[config.mk]
export PLATFORM = sky130hd
export DESIGN_NAME = mbc_core_seq_flat
export DESIGN_NICKNAME = d
export VERILOG_FILES = /design/src/rtl/mbc_pkg.sv /design/src/rtl/mbc_core_seq_if.sv /design/src/rtl/mbc_sync.sv /design/src/rtl/mbc_core_seq.sv /design/src/flat_wrapper.sv
export SDC_FILE = /design/constraint.sdc
export NUM_CORES = 1
export LEC_CHECK = 0
export BUFFER_PORTS_ARGS = -buffer_cell sky130_fd_sc_hd__buf_4
export CORE_MARGIN = 1.5
export CORE_UTILIZATION = 54
export DETAILED_ROUTE_END_ITERATION = 8
export PLACE_DENSITY_LB_ADDON = 0.15
export SLEW_MARGIN = 20
export SYNTH_ARGS = -nofsm -noshare
export SYNTH_HDL_FRONTEND = slang
export SYNTH_SLANG_ARGS = --single-unit
[constraint.sdc]
create_clock -name clk_mbc_h -period 2.7 [get_ports clk_mbc_h]
set_clock_uncertainty 0.05 [all_clocks]
set_input_delay 0.135 -clock clk_mbc_h [delete_from_list [all_inputs] [get_ports clk_mbc_h]]
set_output_delay 0.135 -clock clk_mbc_h [all_outputs]
set_load 0.01 [all_outputs]
[src/rtl/mbc_pkg.sv]
// rtl/mbc_pkg.sv - shared types and helpers for the MBox core-memory sequencer
package mbc_pkg;

    localparam int MBC_WORDS_MAX = 16;

    typedef enum logic [2:0] {
        IDLE     = 3'd0,
        START    = 3'd1,
        WAIT_ACK = 3'd2,
        DATA     = 3'd3,
        DONE     = 3'd4
    } mbc_state_t;

    // First set bit of mask at or after 'first', wrapping modulo 'words'.
    function automatic logic [3:0] next_word(input logic [MBC_WORDS_MAX-1:0] mask,
                                             input logic [3:0]               first,
                                             input int                       words);
        logic [3:0] pick;
        logic [3:0] idx;
        pick = first;
        for (int i = MBC_WORDS_MAX - 1; i >= 0; i--) begin
            if (i < words) begin
                idx = 4'((int'(first) + i) % words);
                if (mask[idx]) pick = idx;
            end
        end
        return pick;
    endfunction

endpackage

[src/rtl/mbc_core_seq_if.sv]
// rtl/mbc_core_seq_if.sv - cache/MB side and memory-bus signals of the sequencer
interface mbc_core_seq_if #(
    parameter int WORDS = 4,
    parameter int ADR_W = 22
);
    localparam int WI = $clog2(WORDS);

    logic             ccl_start_mem_h;
    logic             rq_wr_h;
    logic [WORDS-1:0] rq_mask_h;
    logic [ADR_W-1:0] rq_adr_h;
    logic             mem_ackn_h;
    logic             mem_data_valid_h;
    logic             nxm_ackn_h;
    logic             mem_busy_h;
    logic             mem_start_h;
    logic [WORDS-1:0] mem_rq_h;
    logic             mem_rd_rq_h;
    logic             mem_wr_rq_h;
    logic [ADR_W-1:0] mem_adr_h;
    logic             mem_adr_par_h;
    logic             core_data_valid_h;
    logic [WI-1:0]    core_word_h;
    logic             cycle_done_h;
    logic             nxm_err_h;

    modport master (
        input  ccl_start_mem_h, rq_wr_h, rq_mask_h, rq_adr_h,
        input  mem_ackn_h, mem_data_valid_h, nxm_ackn_h,
        output mem_busy_h, mem_start_h, mem_rq_h, mem_rd_rq_h, mem_wr_rq_h,
        output mem_adr_h, mem_adr_par_h, core_data_valid_h, core_word_h,
        output cycle_done_h, nxm_err_h
    );

    modport slave (
        output ccl_start_mem_h, rq_wr_h, rq_mask_h, rq_adr_h,
        output mem_ackn_h, mem_data_valid_h, nxm_ackn_h,
        input  mem_busy_h, mem_start_h, mem_rq_h, mem_rd_rq_h, mem_wr_rq_h,
        input  mem_adr_h, mem_adr_par_h, core_data_valid_h, core_word_h,
        input  cycle_done_h, nxm_err_h
    );
endinterface

[src/rtl/mbc_sync.sv]
// rtl/mbc_sync.sv - multi-flop synchroniser with registered rising-edge pulse
module mbc_sync #(
    parameter int STAGES = 2
) (
    input  logic clk,
    input  logic rst_n,
    input  logic d,
    output logic pulse
);
    logic [STAGES-1:0] sync_q, sync_d;
    logic              prev_q, prev_d;
    logic              pulse_q, pulse_d;

    always_comb begin
        sync_d  = {sync_q[STAGES-2:0], d};
        prev_d  = sync_q[STAGES-1];
        pulse_d = sync_q[STAGES-1] & ~prev_q;
    end

    always_ff @(posedge clk or negedge rst_n) begin
        if (!rst_n) begin
            sync_q  <= '0;
            prev_q  <= 1'b0;
            pulse_q <= 1'b0;
        end else begin
            sync_q  <= sync_d;
            prev_q  <= prev_d;
            pulse_q <= pulse_d;
        end
    end

    assign pulse = pulse_q;
endmodule

[src/rtl/mbc_core_seq.sv]
// rtl/mbc_core_seq.sv - MBox core-memory request sequencer; MBC_NXM_TIMER_EN enables the NXM timeout
module mbc_core_seq
    import mbc_pkg::*;
#(
    parameter int WORDS       = 4,
    parameter int ADR_W       = 22,
    parameter int SYNC_STAGES = 2,
    parameter int TMO_W       = 8,
    parameter int TMO_CYC     = 200
) (
    input  logic           clk_mbc_h,
    input  logic           mr_reset_l,
    mbc_core_seq_if.master bus
);
    localparam int WI = $clog2(WORDS);
    localparam logic [2:0] S_IDLE  = IDLE;
    localparam logic [2:0] S_START = START;
    localparam logic [2:0] S_WAIT  = WAIT_ACK;
    localparam logic [2:0] S_DATA  = DATA;
    localparam logic [2:0] S_DONE  = DONE;
`ifdef MBC_NXM_TIMER_EN
    localparam bit TMO_EN = 1'b1;
`else
    localparam bit TMO_EN = 1'b0;
`endif

    logic ack_e, dv_e, nxm_e;

    mbc_sync #(.STAGES(SYNC_STAGES)) u_sync_ack (.clk(clk_mbc_h), .rst_n(mr_reset_l), .d(bus.mem_ackn_h),       .pulse(ack_e));
    mbc_sync #(.STAGES(SYNC_STAGES)) u_sync_dv  (.clk(clk_mbc_h), .rst_n(mr_reset_l), .d(bus.mem_data_valid_h), .pulse(dv_e));
    mbc_sync #(.STAGES(SYNC_STAGES)) u_sync_nxm (.clk(clk_mbc_h), .rst_n(mr_reset_l), .d(bus.nxm_ackn_h),       .pulse(nxm_e));

    logic [2:0]       state_q, state_d;
    logic [WORDS-1:0] mask_q, mask_d, mask_rest;
    logic [ADR_W-1:0] adr_q, adr_d;
    logic             par_q, par_d, wr_q, wr_d, nxm_q, nxm_d, cdv_q, cdv_d;
    logic [WI-1:0]    word_q, word_d, pick;
    logic [TMO_W-1:0] tmo_q, tmo_d;
    logic             tmo_clr, tmo_run, expire, take;

    assign pick      = WI'(next_word(MBC_WORDS_MAX'(mask_q), 4'(adr_q[WI-1:0]), WORDS));
    assign mask_rest = mask_q & ~(WORDS'(1) << pick);

    // Without the timer build the counter is held at zero and never expires.
    always_comb begin
        tmo_clr = (state_q == S_START) || ((state_q == S_WAIT) && (ack_e || dv_e))
                  || ((state_q == S_DATA) && dv_e);
        tmo_run = (state_q == S_WAIT) || (state_q == S_DATA);
        if (!TMO_EN || tmo_clr) tmo_d = '0;
        else if (tmo_run)       tmo_d = tmo_q + 1'b1;
        else                    tmo_d = tmo_q;
        expire = TMO_EN && tmo_run && (tmo_q == TMO_W'(TMO_CYC - 1));
    end

    always_comb begin
        state_d = state_q;
        mask_d  = mask_q;
        adr_d   = adr_q;
        par_d   = par_q;
        wr_d    = wr_q;
        nxm_d   = nxm_q;
        cdv_d   = 1'b0;
        word_d  = word_q;
        take    = 1'b0;
        case (state_q)
            S_IDLE: if (bus.ccl_start_mem_h && (|bus.rq_mask_h)) begin
                mask_d  = bus.rq_mask_h;
                adr_d   = bus.rq_adr_h;
                par_d   = ~^bus.rq_adr_h;
                wr_d    = bus.rq_wr_h;
                nxm_d   = 1'b0;
                state_d = S_START;
            end
            S_START: state_d = S_WAIT;
            // A DATA VALID ahead of ACKN stands in for the ACKN on reads.
            S_WAIT: begin
                if (ack_e || dv_e) begin
                    if (wr_q)      state_d = S_DONE;
                    else if (dv_e) take    = 1'b1;
                    else           state_d = S_DATA;
                end else if (nxm_e || expire) begin
                    nxm_d   = 1'b1;
                    state_d = S_DONE;
                end
            end
            S_DATA: begin
                if (dv_e) take = 1'b1;
                else if (expire) begin
                    nxm_d   = 1'b1;
                    state_d = S_DONE;
                end
            end
            S_DONE:  state_d = S_IDLE;
            default: state_d = S_IDLE;
        endcase
        if (take) begin
            cdv_d   = 1'b1;
            word_d  = pick;
            mask_d  = mask_rest;
            state_d = (mask_rest == '0) ? S_DONE : S_DATA;
        end
    end

    always_ff @(posedge clk_mbc_h or negedge mr_reset_l) begin
        if (!mr_reset_l) begin
            state_q <= S_IDLE;
            mask_q  <= '0;
            adr_q   <= '0;
            par_q   <= 1'b0;
            wr_q    <= 1'b0;
            nxm_q   <= 1'b0;
            cdv_q   <= 1'b0;
            word_q  <= '0;
            tmo_q   <= '0;
        end else begin
            state_q <= state_d;
            mask_q  <= mask_d;
            adr_q   <= adr_d;
            par_q   <= par_d;
            wr_q    <= wr_d;
            nxm_q   <= nxm_d;
            cdv_q   <= cdv_d;
            word_q  <= word_d;
            tmo_q   <= tmo_d;
        end
    end

    logic rq_on;
    assign rq_on                 = (state_q == S_START) || (state_q == S_WAIT);
    assign bus.mem_busy_h        = (state_q != S_IDLE);
    assign bus.mem_start_h       = (state_q == S_START);
    assign bus.mem_rq_h          = rq_on ? mask_q : '0;
    assign bus.mem_rd_rq_h       = rq_on & ~wr_q;
    assign bus.mem_wr_rq_h       = rq_on & wr_q;
    assign bus.mem_adr_h         = adr_q;
    assign bus.mem_adr_par_h     = par_q;
    assign bus.core_data_valid_h = cdv_q;
    assign bus.core_word_h       = word_q;
    assign bus.cycle_done_h      = (state_q == S_DONE);
    assign bus.nxm_err_h         = nxm_q;
endmodule

[src/flat_wrapper.sv]
// flat-port wrapper written by rule: the top's interface ports become plain ports
module mbc_core_seq_flat import mbc_pkg::*;
#(
    parameter int WORDS       = 4,
    parameter int ADR_W       = 22,
    parameter int SYNC_STAGES = 2,
    parameter int TMO_W       = 8,
    parameter int TMO_CYC     = 200
)
  (clk_mbc_h, mr_reset_l, bus_ccl_start_mem_h, bus_rq_wr_h, bus_rq_mask_h, bus_rq_adr_h, bus_mem_ackn_h, bus_mem_data_valid_h, bus_nxm_ackn_h, bus_mem_busy_h, bus_mem_start_h, bus_mem_rq_h, bus_mem_rd_rq_h, bus_mem_wr_rq_h, bus_mem_adr_h, bus_mem_adr_par_h, bus_core_data_valid_h, bus_core_word_h, bus_cycle_done_h, bus_nxm_err_h);
  mbc_core_seq_if #(.WORDS(WORDS), .ADR_W(ADR_W)) bus_i ();
  input  logic clk_mbc_h;
  input  logic mr_reset_l;
  input wire logic [$bits(bus_i.ccl_start_mem_h)-1:0] bus_ccl_start_mem_h;
  input wire logic [$bits(bus_i.rq_wr_h)-1:0] bus_rq_wr_h;
  input wire logic [$bits(bus_i.rq_mask_h)-1:0] bus_rq_mask_h;
  input wire logic [$bits(bus_i.rq_adr_h)-1:0] bus_rq_adr_h;
  input wire logic [$bits(bus_i.mem_ackn_h)-1:0] bus_mem_ackn_h;
  input wire logic [$bits(bus_i.mem_data_valid_h)-1:0] bus_mem_data_valid_h;
  input wire logic [$bits(bus_i.nxm_ackn_h)-1:0] bus_nxm_ackn_h;
  output wire logic [$bits(bus_i.mem_busy_h)-1:0] bus_mem_busy_h;
  output wire logic [$bits(bus_i.mem_start_h)-1:0] bus_mem_start_h;
  output wire logic [$bits(bus_i.mem_rq_h)-1:0] bus_mem_rq_h;
  output wire logic [$bits(bus_i.mem_rd_rq_h)-1:0] bus_mem_rd_rq_h;
  output wire logic [$bits(bus_i.mem_wr_rq_h)-1:0] bus_mem_wr_rq_h;
  output wire logic [$bits(bus_i.mem_adr_h)-1:0] bus_mem_adr_h;
  output wire logic [$bits(bus_i.mem_adr_par_h)-1:0] bus_mem_adr_par_h;
  output wire logic [$bits(bus_i.core_data_valid_h)-1:0] bus_core_data_valid_h;
  output wire logic [$bits(bus_i.core_word_h)-1:0] bus_core_word_h;
  output wire logic [$bits(bus_i.cycle_done_h)-1:0] bus_cycle_done_h;
  output wire logic [$bits(bus_i.nxm_err_h)-1:0] bus_nxm_err_h;
  assign bus_i.ccl_start_mem_h = bus_ccl_start_mem_h;
  assign bus_i.rq_wr_h = bus_rq_wr_h;
  assign bus_i.rq_mask_h = bus_rq_mask_h;
  assign bus_i.rq_adr_h = bus_rq_adr_h;
  assign bus_i.mem_ackn_h = bus_mem_ackn_h;
  assign bus_i.mem_data_valid_h = bus_mem_data_valid_h;
  assign bus_i.nxm_ackn_h = bus_nxm_ackn_h;
  assign bus_mem_busy_h = bus_i.mem_busy_h;
  assign bus_mem_start_h = bus_i.mem_start_h;
  assign bus_mem_rq_h = bus_i.mem_rq_h;
  assign bus_mem_rd_rq_h = bus_i.mem_rd_rq_h;
  assign bus_mem_wr_rq_h = bus_i.mem_wr_rq_h;
  assign bus_mem_adr_h = bus_i.mem_adr_h;
  assign bus_mem_adr_par_h = bus_i.mem_adr_par_h;
  assign bus_core_data_valid_h = bus_i.core_data_valid_h;
  assign bus_core_word_h = bus_i.core_word_h;
  assign bus_cycle_done_h = bus_i.cycle_done_h;
  assign bus_nxm_err_h = bus_i.nxm_err_h;
  mbc_core_seq #(.WORDS(WORDS), .ADR_W(ADR_W), .SYNC_STAGES(SYNC_STAGES), .TMO_W(TMO_W), .TMO_CYC(TMO_CYC)) u_core (.clk_mbc_h(clk_mbc_h), .mr_reset_l(mr_reset_l), .bus(bus_i));
endmodule
==> metrics.md, run 1 <==
| Metric | Value |
|---|---|
| Num CTS Buffers | `5` |
| Area leader, netlist | `dfrtp_1` |
| Post-synthesis simple-gate area fraction | `23.4%` |
| Combinational family with the most area after synthesis | `simple AND/OR/NAND/NOR gates` |
| Crit share post-route | `77.9%` |
| First-pass GRT wire length | `8110 um` |
| Count of input and output buffers | `68` |
| Slowest stage delay, CP | `550 ps` |
| Syn Area/Cell | `9.41 um2` |
| Die X | `65.9 um` |
| Worst skew pair latency | `300 ps` |
| Top Usage Layer GRT | `met2` |
| Hold WS | `5.23 ps` |
| FF+latch area | `1180 um2` |
| Min-delay src | `bus_rq_adr_h[2]` |
| Top post-synthesis cells by count | `nand2_1, dfrtp_1, xnor2_1` |
| Number of global-route vias before repair | `1780` |
| WHS Path Cells | `3` |
| Initial detailed-routing violation count | `150` |
| Post-CTS setup buffer count | `0` |
| Routed WL | `4930 um` |
| Wire per inst | `13.7 um` |
| H-tree Lvls | `2` |
| Synth Area in Compound Gates | `9.02%` |
| Row cnt | `22` |
| Synthesized flop and latch total | `47` |
| Clk buf depth | `2` |
| Power Density | `1020 nW/um2` |
| Synth top area share | `55.0%` |
| Final instance area | `2960 um2` |
| Synth warn | `0` |
| Reg clk slew, reported paths | `90 ps` |
| Fin crit period | `2100 ps` |
| Synth top area cells | `dfrtp_1, nand2_1, xnor2_1` |
| Synth Area in Adders | `0.468%` |
| Post-synthesis cell type count | `32` |
| Total GRT Usage | `25.0%` |
| Max Slew Vio Count | `0` |
| P&R area growth vs syn | `38.3%` |
| Antenna Nets Post-Route | `0` |
| Final Setup Violations | `0` |
| Layout Cells excl Fill | `361` |
| Detailed Place HPWL | `3270 um` |
| CTS tree | `done` |
| Fillers | `241` |
| Initial antenna violation count | `0` |
| Async SR Flop Fraction | `100%` |
| Mux contribution to synthesized area | `0%` |
| Pint | `1910 uW` |
| DP Area | `2660 um2` |
| Final RePlAce weighted congestion | `0.820` |
| Max Cap Viol | `0` |
| CP max stage cell | `and3_1` |
| Drt via density | `5.06` |
| CP cell instances | `dlygate4sd3_1 > buf_4 > or4_1 > and3_1 > a22o_1` |
| Clock Sinks | `47` |
| Final nets | `345` |
| Switch share | `36.9%` |
| R2R cell count | `3` |
| Die area | `4340 um2` |
| Xor/xnor share of the synthesized area | `8.61%` |
| Sw power | `1120 uW` |
| Overflow after GRT | `0` |
| Most common cell in the netlist | `nand2_1` |
| Worst Path Required | `2840 ps` |
| RSZ-0062 raised after global routing | `false` |
| Max IR drop VDD | `0.610 mV` |
| Net Count, Synth | `260` |
| Outcome | `finished clean` |
| Largest fanout on the critical path | `30` |
| Ratio of cells with drive above 1 in the final layout | `26.2%` |
| Sequential power share | `39.0%` |
| Worst-Margin Slew | `1010 ps` |
| Worst min path class | `in -> reg` |
| Met2 Usage GRT | `42.0%` |
| Starting density of the core | `57.1%` |
| DR pass1 iterations | `4` |
| Antenna cells | `0` |
| Reg2Reg Launch Point | `u_core.state_q[1]$_DFFE_PN0P_` |
| WS Path Type | `in -> reg` |
| Relative slew slack | `32.9%` |
| Hold Violations, Final | `0` |
| Largest net degree at the start of global routing | `48` |
| Post-synth EDFFs | `0` |
| Clock share of power | `17.4%` |
| Area occupied by multi-input gates | `886 um2` |
| DR DRC count | `0` |
| Startpoint type of the worst setup path | `input pin` |
| Root Buffer | `clkbuf_8` |
| Gate power share | `43.7%` |
| Hold Crit Endpoint | `u_core.bus.mem_adr_h[2]$_DFFE_PN0P_` |
| FF-to-FF setup slack | `630 ps` |
| Seq/Total Area, Yosys | `55.0%` |
| Chip height | `65.9 um` |
| Critical Path AT | `2250 ps` |
| Met1 Use GR | `30.9%` |
| Ports | `69` |
| M3 GR Usage | `5.96%` |
| DR vias | `1826` |
| Worst setup EP type | `flop` |
| Post-Synthesis Cell Area | `2140 um2` |
| FF-to-FF End | `u_core.mask_q[3]$_DFFE_PN0P_` |
| Post-Synthesis Cells | `227` |
| TNS Setup | `0 ps` |
| Main synth FF type | `dfrtp_1` |
| FMAX | `0.475 GHz` |
| Core Area | `3740 um2` |
| P_leak | `0.00148 uW` |
| Placed cells | `335` |
-- state kept, by name, indices dropped and copies added (netlist names) --
signal	count
u_core.bus.core_word_h	2
u_core.bus.mem_adr_h	22
u_core.u_sync_nxm.prev_q	1
u_core.bus.nxm_err_h	1
u_core.bus.core_data_valid_h	1
u_core.u_sync_nxm.pulse	1
u_core.wr_q	1
u_core.state_q	3
u_core.u_sync_dv.prev_q	1
u_core.u_sync_dv.sync_q	2
u_core.u_sync_ack.sync_q	2
u_core.mask_q	4
u_core.u_sync_ack.pulse	1
u_core.u_sync_nxm.sync_q	2
u_core.bus.mem_adr_par_h	1
u_core.u_sync_dv.pulse	1
u_core.u_sync_ack.prev_q	1
-- routing by layer --
layer  vias to the layer above  wire length, um
met5                         -                0
met4                         0               40
met3                         4              325
met2                        70             2500
met1                       857             2060
li1                        895                -
-- kinds of logic (layout without fill, tap and decap cells) --
group                    Yosys count  in the layout
AND/OR/NAND/NOR                  115            115
XOR/XNOR                          21             21
AO/OA/AOI/OAI                     29             29
buffers and inverters             14            100
adder cells (fa/ha/maj)            1              1
flip-flops                        47             47
-- power groups by stage --
stage,clock network (uW),logic (uW),registers [uW]
finish,525,1320,1180
global route,560,1470,1220
CTS,533,1330,1180
detailed placement,0,1300,1180
global placement,0,1260,1180
floorplan,0,741,1190
-- through the flow --
stage | total power (uW) | worst slack, ps | util (%)
after floorplan | 1930 | 1110 | -
after detailed placement | 2480 | 631 | 71.0
final | 3030 | 595 | 79.0
after global routing | 3250 | 452 | 79.0
after CTS | 3030 | 595 | 79.0
after global placement | 2440 | 664 | 71.0
-- how the worst max path moves through the flow --
stage	cells after the start	slack (ps)	to	from
finish	5	600	u_core.mask_q[2]$_DFFE_PN0P_	bus_rq_mask_h[0]
global route	3	450	u_core.mask_q[3]$_DFFE_PN0P_	u_core.state_q[1]$_DFFE_PN0P_
CTS	5	590	u_core.mask_q[2]$_DFFE_PN0P_	bus_rq_mask_h[0]
detailed placement	3	630	u_core.mask_q[3]$_DFFE_PN0P_	u_core.state_q[1]$_DFFE_PN0P_
global placement	3	660	u_core.mask_q[3]$_DFFE_PN0P_	u_core.state_q[1]$_DFFE_PN0P_
floorplan	7	1110	u_core.state_q[0]$_DFFE_PN0P_	u_core.wr_q$_DFFE_PN0P_
-- worst max-delay path, delay by kind of cell --
kind | cells | cell delay (ps)
simple gates | 2 | 1070
buf+inv | 2 | 680
compound gates | 1 | 370
-- final cells by class --
| cell class | instances | share of cell area [%] |
|---|---|---|
| Clock buffer | 6 | 2.79 |
| Clock inverter | 2 | 1.18 |
| Inverter | 5 | 0.635 |
| Multi-Input combinational cell | 166 | 30.0 |
| Sequential cell | 47 | 39.8 |
| Tap cell | 48 | 2.03 |
| Timing Repair Buffer | 87 | 23.6 |
-- placed cells by master (no fill, tap or decap), types with 2 or more instances in the layout --
cell type and instances:
clkbuf_8 6, a31oi_1 3, nor3b_1 2, a21o_2 2
nor2_1 10, nand2_1 81, a21oi_1 2, nor2b_1 11
o21a_1 2, a22o_1 2, nand2b_1 2, o21ai_0 12
dlygate4sd3_1 18, nor3_1 4, buf_4 69, xnor2_1 20
inv_1 5, dfrtp_1 47
-- repair_timing --
| item | 4_1_cts | 5_1_grt |
|---|---|---|
| resized for setup | 0 | 0 |
| hold endpoints to repair | 64 | 0 |
| hold buffers | 18 | 0 |
(Power assumes the default switching activity.)
==> run 2: changes to the inputs <==
--- a/config.mk
+++ b/config.mk
@@ -7,7 +7,7 @@
 export LEC_CHECK = 0
 export BUFFER_PORTS_ARGS = -buffer_cell sky130_fd_sc_hd__buf_4
 export CORE_MARGIN = 1.5
-export CORE_UTILIZATION = 54
+export CORE_UTILIZATION = 45
 export DETAILED_ROUTE_END_ITERATION = 8
 export PLACE_DENSITY_LB_ADDON = 0.15
 export SLEW_MARGIN = 20
==> constraint.sdc (replaced) <==
create_clock -name clk_mbc_h -period 1.8 [get_ports clk_mbc_h]
set_clock_uncertainty 0.05 [all_clocks]
set_input_delay 0.09 -clock clk_mbc_h [delete_from_list [all_inputs] [get_ports clk_mbc_h]]
set_output_delay 0.09 -clock clk_mbc_h [all_outputs]
set_load 0.01 [all_outputs]
==> run 2 against run 1 <==
Net effect: hold slack improved by 25 ps; clock power increased by 14%; via count increased by 3.9%; count of clock-buffer cells in the layout increased by 1; sequential share of layout area decreased by 2.0 points; flip-flop and latch count unchanged; setup slack got worse by 490 ps; final area increased by 5.4%; non-clock buffer count increased by 17; first-iteration DRC count decreased by 32%.
==> metrics.md, run 2 (same netlist as run 1, synthesis figures left out) <==
| Metric | Value |
|---|---|
| Relative slew slack | `61.9% (+29 points)` |
| DR DRC count | `0 (unchanged)` |
| Layout Cells excl Fill | `382 (+5.8%)` |
| Num CTS Buffers | `5 (unchanged)` |
| Number of global-route vias before repair | `1798 (+1.0%)` |
| Clk buf depth | `2 (unchanged)` |
| Max Slew Vio Count | `0 (unchanged)` |
| Initial detailed-routing violation count | `102 (-32%)` |
| P_leak | `0.00154 uW (+4.2%)` |
| FF-to-FF setup slack | `140 ps (-490 ps)` |
| Power Density | `1440 nW/um2 (+41%)` |
| Die area | `5170 um2 (+19%)` |
| Max reg flops | `22 (unchanged)` |
| Antenna cells | `0 (unchanged)` |
| Max IR drop VDD | `0.776 mV (+27%)` |
| Die X | `71.9 um (+9.1%)` |
| FMAX | `0.589 GHz` |
| Post-CTS setup buffer count | `0 (unchanged)` |
| Worst Path Required | `1940 ps (-900 ps)` |
| Worst setup EP type | `flop` |
| Final RePlAce weighted congestion | `0.901 (+10%)` |
| WS Path Type | `in -> reg` |
| Final Setup Violations | `0 (unchanged)` |
| Wire per inst | `13.3 um (-2.5%)` |
| Root Buffer | `clkbuf_8` |
| Largest fanout on the critical path | `3 (-90%)` |
| Worst skew pair latency | `290 ps (about the same)` |
| Routed WL | `5090 um (+3.2%)` |
| Fillers | `362 (+50%)` |
| Chip height | `71.9 um (+9.1%)` |
| Placed cells | `344 (+2.7%)` |
| Crit share post-route | `94.4%` |
| Worst-Margin Slew | `571 ps (-436 ps)` |
| Critical Path AT | `1840 ps (-410 ps)` |
| Antenna Nets Post-Route | `0 (unchanged)` |
| Largest net degree at the start of global routing | `48 (unchanged)` |
| P&R area growth vs syn | `45.8%` |
| Hold Violations, Final | `0 (unchanged)` |
| TNS Setup | `0 ps (unchanged)` |
| First-pass GRT wire length | `8290 um (+2.1%)` |
| CTS tree | `done` |
| Total Power | `4500 uW (+49%)` |
| Detailed Place HPWL | `3390 um (+3.7%)` |
| Clock Sinks | `47 (unchanged)` |
| Leading cell type in the layout, fill and taps excluded | `nand2_1` |
| Drt via density | `4.97 (-1.8%)` |
| FF+latch area | `1180 um2 (unchanged)` |
| H-tree Lvls | `2 (unchanged)` |
| Outcome | `finished clean` |
| Most frequent cells in the layout | `nand2_1, buf_4, dfrtp_1` |
| Final nets | `362 (+4.9%)` |
| Count of input and output buffers | `68 (unchanged)` |
| Core Area | `4470 um2 (+20%)` |
| Total GRT Usage | `20.9% (-4.1 points)` |
| DR vias | `1898 (+3.9%)` |
| Startpoint type of the worst setup path | `input pin` |
| Overflow after GRT | `0 (unchanged)` |
| Reg clk slew, reported paths | `80 ps (about the same)` |
| Row cnt | `24 (+9.1%)` |
| Worst min path class | `in -> reg` |
| Area occupied by multi-input gates | `920 um2 (+3.8%)` |
| Ports | `69 (unchanged)` |
| Initial antenna violation count | `0 (unchanged)` |
| Fin crit period | `1700 ps` |
| Max Cap Viol | `0 (unchanged)` |
| RSZ-0062 raised after global routing | `false` |
| Ratio of cells with drive above 1 in the final layout | `27.6% (+1.4 points)` |
| DR pass1 iterations | `4 (unchanged)` |
| Starting density of the core | `47.8% (-9.3 points)` |
[run 2: changes by cell type in the layout (fill, tap and decap cells not counted), moves of 2 or more]
cell and delta:
dlygate4sd3_1 +12, buf_4 +5, clkbuf_1 +2, nor3b_1 -2
[run 2: routing by layer]
layer	vias to the layer above	wire length, um	track usage, %
li1	933	-	-
met1	897	2330	28.7
met2	57	2390	31.9
met3	11	267	5.42
met4	0	100	8.60
met5	-	0	0
[run 2: worst max-delay path, cell delays in order]
cell and delay [ps]:
dlygate4sd3_1 540, buf_4 140, or4_1 460, a21o_1 220, a21oi_1 140, nor2_1 60, o22a_1 190
[run 2: cell type report]
class / count / area share, %
Clock buffer: 7 / 2.45
Tap cell: 52 / 2.09
Sequential cell: 47 / 37.7
Timing Repair Buffer: 104 / 27.5
Inverter: 5 / 0.602
Clock inverter: 1 / 0.161
Multi-Input combinational cell: 166 / 29.5
[run 2: metrics by stage]
| stage | setup slack, ps | hold WS [ps] | area, um2 | utilization [%] |
|---|---|---|---|---|
| floorplan | 206 | -256 | 2140 | - |
| global placement | 27.8 | 84.6 | 2700 | 60.4 |
| detailed placement | 19.9 | 83.6 | 2700 | 60.4 |
| CTS | 49.6 | 11.5 | 3100 | 69.2 |
| global route | 9.61 | 18.0 | 3120 | 69.7 |
| finish | 101 | 30.6 | 3120 | 69.7 |
[run 2: where the power goes]
group	switching, uW	internal, uW	leakage, uW
clock	327	273	0.0000422
sequential	304	1420	0.000582
combinational	1080	1100	0.000920
total	1710	2800	0.00154
[run 2: worst paths after layout]
path / cells past startpoint / to / from
max: 7 / u_core.state_q[0]$_DFFE_PN0P_ / bus_rq_mask_h[3]
min: 2 / u_core.mask_q[2]$_DFFE_PN0P_ / bus_rq_mask_h[2]
max reg2reg: 5 / u_core.bus.mem_adr_h[6]$_DFFE_PN0P_ / u_core.state_q[2]$_DFFE_PN0P_
min reg2reg: 0 / u_core.u_sync_ack.sync_q[1]$_DFF_PN0_ / u_core.u_sync_ack.sync_q[0]$_DFF_PN0_
max in group asynchronous: 2 / u_core.u_sync_nxm.pulse$_DFF_PN0_ / mr_reset_l
min in group asynchronous: 2 / u_core.bus.mem_adr_h[0]$_DFFE_PN0P_ / mr_reset_l
[run 2: timing repair]
action                     4_1_cts  5_1_grt
hold buffers                    30        0
hold endpoints to repair        76        0
gates resized for setup          3        6
setup endpoints to repair        7       24
pin swaps                        0        1
==> run 3: changes to the inputs <==
--- a/config.mk
+++ b/config.mk
@@ -6,8 +6,10 @@
 export NUM_CORES = 1
 export LEC_CHECK = 0
 export BUFFER_PORTS_ARGS = -buffer_cell sky130_fd_sc_hd__buf_4
+export CELL_PAD_IN_SITES_DETAIL_PLACEMENT = 2
+export CELL_PAD_IN_SITES_GLOBAL_PLACEMENT = 2
 export CORE_MARGIN = 1.5
-export CORE_UTILIZATION = 45
+export CORE_UTILIZATION = 26
 export DETAILED_ROUTE_END_ITERATION = 8
 export PLACE_DENSITY_LB_ADDON = 0.15
 export SLEW_MARGIN = 20
==> constraint.sdc (replaced) <==
create_clock -name clk_mbc_h -period 1.4 [get_ports clk_mbc_h]
set_clock_uncertainty 0.05 [all_clocks]
set_input_delay 0.07 -clock clk_mbc_h [delete_from_list [all_inputs] [get_ports clk_mbc_h]]
set_output_delay 0.07 -clock clk_mbc_h [all_outputs]
set_load 0.01 [all_outputs]
==> run 3 against run 2 <==
Net effect: the run now ends with negative setup slack left; highest routed layer unchanged; register-to-register slack worse by 470 ps; largest power group unchanged; non-clock buffer count is 44 higher; sequential share of layout area is 7.4 points lower; wire length is 66% higher; core utilization is 20 points lower; final cell count is 25% higher; power is 74% higher.
==> metrics.md, run 3 (same netlist as run 1, synthesis figures left out) <==
| Metric | Value |
|---|---|
| Initial detailed-routing violation count | `37 (-64%)` |
| Met1 Use GR | `22.1% (-6.6 points)` |
| Worst-Margin Slew | `279 ps (-292 ps)` |
| Root Buffer | `clkbuf_8` |
| FMAX | `0.580 GHz` |
| Antenna Nets Post-Route | `0 (unchanged)` |
| M3 GR Usage | `4.29% (-1.1 points)` |
| Reg clk slew, reported paths | `90 ps (about the same)` |
| Routed WL | `8420 um (+66%)` |
| Worst skew pair latency | `300 ps (about the same)` |
| Final nets | `406 (+12%)` |
| Antenna cells | `0 (unchanged)` |
| Count of input and output buffers | `68 (unchanged)` |
| Worst min path class | `in -> async` |
| Crit share post-route | `123%` |
| Largest net degree at the start of global routing | `30 (-38%)` |
| Top Usage Layer GRT | `met2` |
| Detailed Place HPWL | `4740 um (+40%)` |
| Initial antenna violation count | `0 (unchanged)` |
| P_leak | `0.00190 uW (+23%)` |
| Max Slew Vio Count | `0 (unchanged)` |
| RSZ-0062 raised after global routing | `true` |
| Power Density | `2010 nW/um2 (+39%)` |
| Die X | `93.7 um (+30%)` |
| Violated checks | `negative setup slack` |
| Max reg flops | `22 (unchanged)` |
| Max IR drop VDD | `0.667 mV (-14%)` |
| CP cell instances | `buf_4 > nor3_2 > buf_4 > nand3_4 > bufbuf_16 > nand2_1 > nand2_1` |
| Wire per inst | `17.7 um (+33%)` |
| Die area | `8770 um2 (+70%)` |
| Outcome | `finished with violations` |
| Fin crit period | `1730 ps` |
| Relative slew slack | `81.3% (+19 points)` |
| Chip height | `93.7 um (+30%)` |
| Hold Violations, Final | `0 (unchanged)` |
| Number of global-route vias before repair | `2376 (+32%)` |
| Leading cell type in the layout, fill and taps excluded | `buf_4` |
| Max Cap Viol | `0 (unchanged)` |
| DR pass1 iterations | `4 (unchanged)` |
| Ratio of cells with drive above 1 in the final layout | `42.5% (+15 points)` |
| Startpoint type of the worst setup path | `flop` |
| CP max stage cell | `dfrtp_1` |
| DR DRC count | `0 (unchanged)` |
| Layout Cells excl Fill | `476 (+25%)` |
| Drt via density | `4.62 (-6.9%)` |
| WS Path Type | `reg -> reg` |
| Clk buf depth | `2 (unchanged)` |
| Core Area | `7850 um2 (+75%)` |
| Overflow after GRT | `0 (unchanged)` |
| Worst Path Required | `1540 ps (-400 ps)` |
| CTS tree | `done` |
| DR vias | `2201 (+16%)` |
| Total GRT Usage | `18.5% (-2.4 points)` |
| Slowest stage delay, CP | `430 ps (-110 ps)` |
| Met2 Usage GRT | `33.8% (+1.9 points)` |
| Clock Sinks | `47 (unchanged)` |
| First-pass GRT wire length | `12200 um (+47%)` |
| Ports | `69 (unchanged)` |
| Critical Path AT | `1870 ps (+30 ps)` |
| Critical path origin | `u_core.state_q[2]$_DFFE_PN0P_` |
| Placed cells | `418 (+22%)` |
| Worst setup EP type | `flop` |
| Final RePlAce weighted congestion | `0.748 (-17%)` |
| Total Power | `7840 uW (+74%)` |
| Row cnt | `32 (+33%)` |
| Setup ws final | `-325 ps (-426 ps)` |
| Most frequent cells in the layout | `buf_4, nand2_1, dfrtp_1` |
| Starting density of the core | `27.2% (-21 points)` |
| Reg2Reg Launch Point | `u_core.state_q[2]$_DFFE_PN0P_` |
| Final Setup Violations | `44 (+44)` |
| Num CTS Buffers | `5 (unchanged)` |
| H-tree Lvls | `2 (unchanged)` |
| P&R area growth vs syn | `82.1%` |
| Largest fanout on the critical path | `6 (+3)` |
[run 3: repair_timing]
item / CTS / global route
pin swaps: 8 / 9
gates cloned: 3 / 2
hold buffers: 31 / 0
hold endpoints to repair: 77 / 0
buffers inserted: 10 / 5
gates resized for setup: 33 / 24
endpoints found under the setup margin: 42 / 43
[run 3: worst paths after layout]
check | end | slack (ps) | depth (start not counted)
max | u_core.bus.mem_adr_h[20]$_DFFE_PN0P_ | -330 | 7
min | u_core.u_sync_ack.sync_q[0]$_DFF_PN0_ | 130 | 2
max reg2reg | u_core.bus.mem_adr_h[20]$_DFFE_PN0P_ | -330 | 7
min reg2reg | u_core.u_sync_dv.sync_q[1]$_DFF_PN0_ | 300 | 0
max in group asynchronous | u_core.mask_q[2]$_DFFE_PN0P_ | 710 | 3
min in group clk_mbc_h | u_core.mask_q[3]$_DFFE_PN0P_ | 280 | 3
[run 3: where the power goes]
| part | internal, uW | switching [uW] |
|---|---|---|
| clock network | 579 | 482 |
| registers | 1840 | 412 |
| logic | 2430 | 2090 |
[run 3: through the flow]
stage / worst slack, ps / area, um2 / setup TNS [ps] / util [%] / hold WS, ps
finish: -325 / 3890 / -10490 / 49.6 / 125
global placement: -258 / 3000 / -5250 / 38.3 / -83.3
floorplan: -74.7 / 2180 / -607 / - / -276
detailed placement: -248 / 3000 / -5540 / 38.3 / -81.4
CTS: -201 / 3710 / -6590 / 47.3 / 129
global route: -377 / 3890 / -13000 / 49.6 / 138
[run 3: layout make-up]
type	instances	area [um2]
clock buffer	6	82.6
clock inverter	2	35.0
fill	856	3960
inverter	5	31.3
multi-input combinational	166	1050
sequential	47	1180
tap	102	128
timing repair buffer	148	1380
[run 3: worst max-delay path, delay by kind of cell, from the launching register on]
kind | cells | cell delay, ps
simple gates | 4 | 500
buf+inv | 3 | 640
flops | 1 | 430
[run 3: metal layers]
layer,wire [um],vias up
li1,-,1019
met1,3470,1119
met5,0,-
met4,81,0
met3,377,8
met2,4500,55
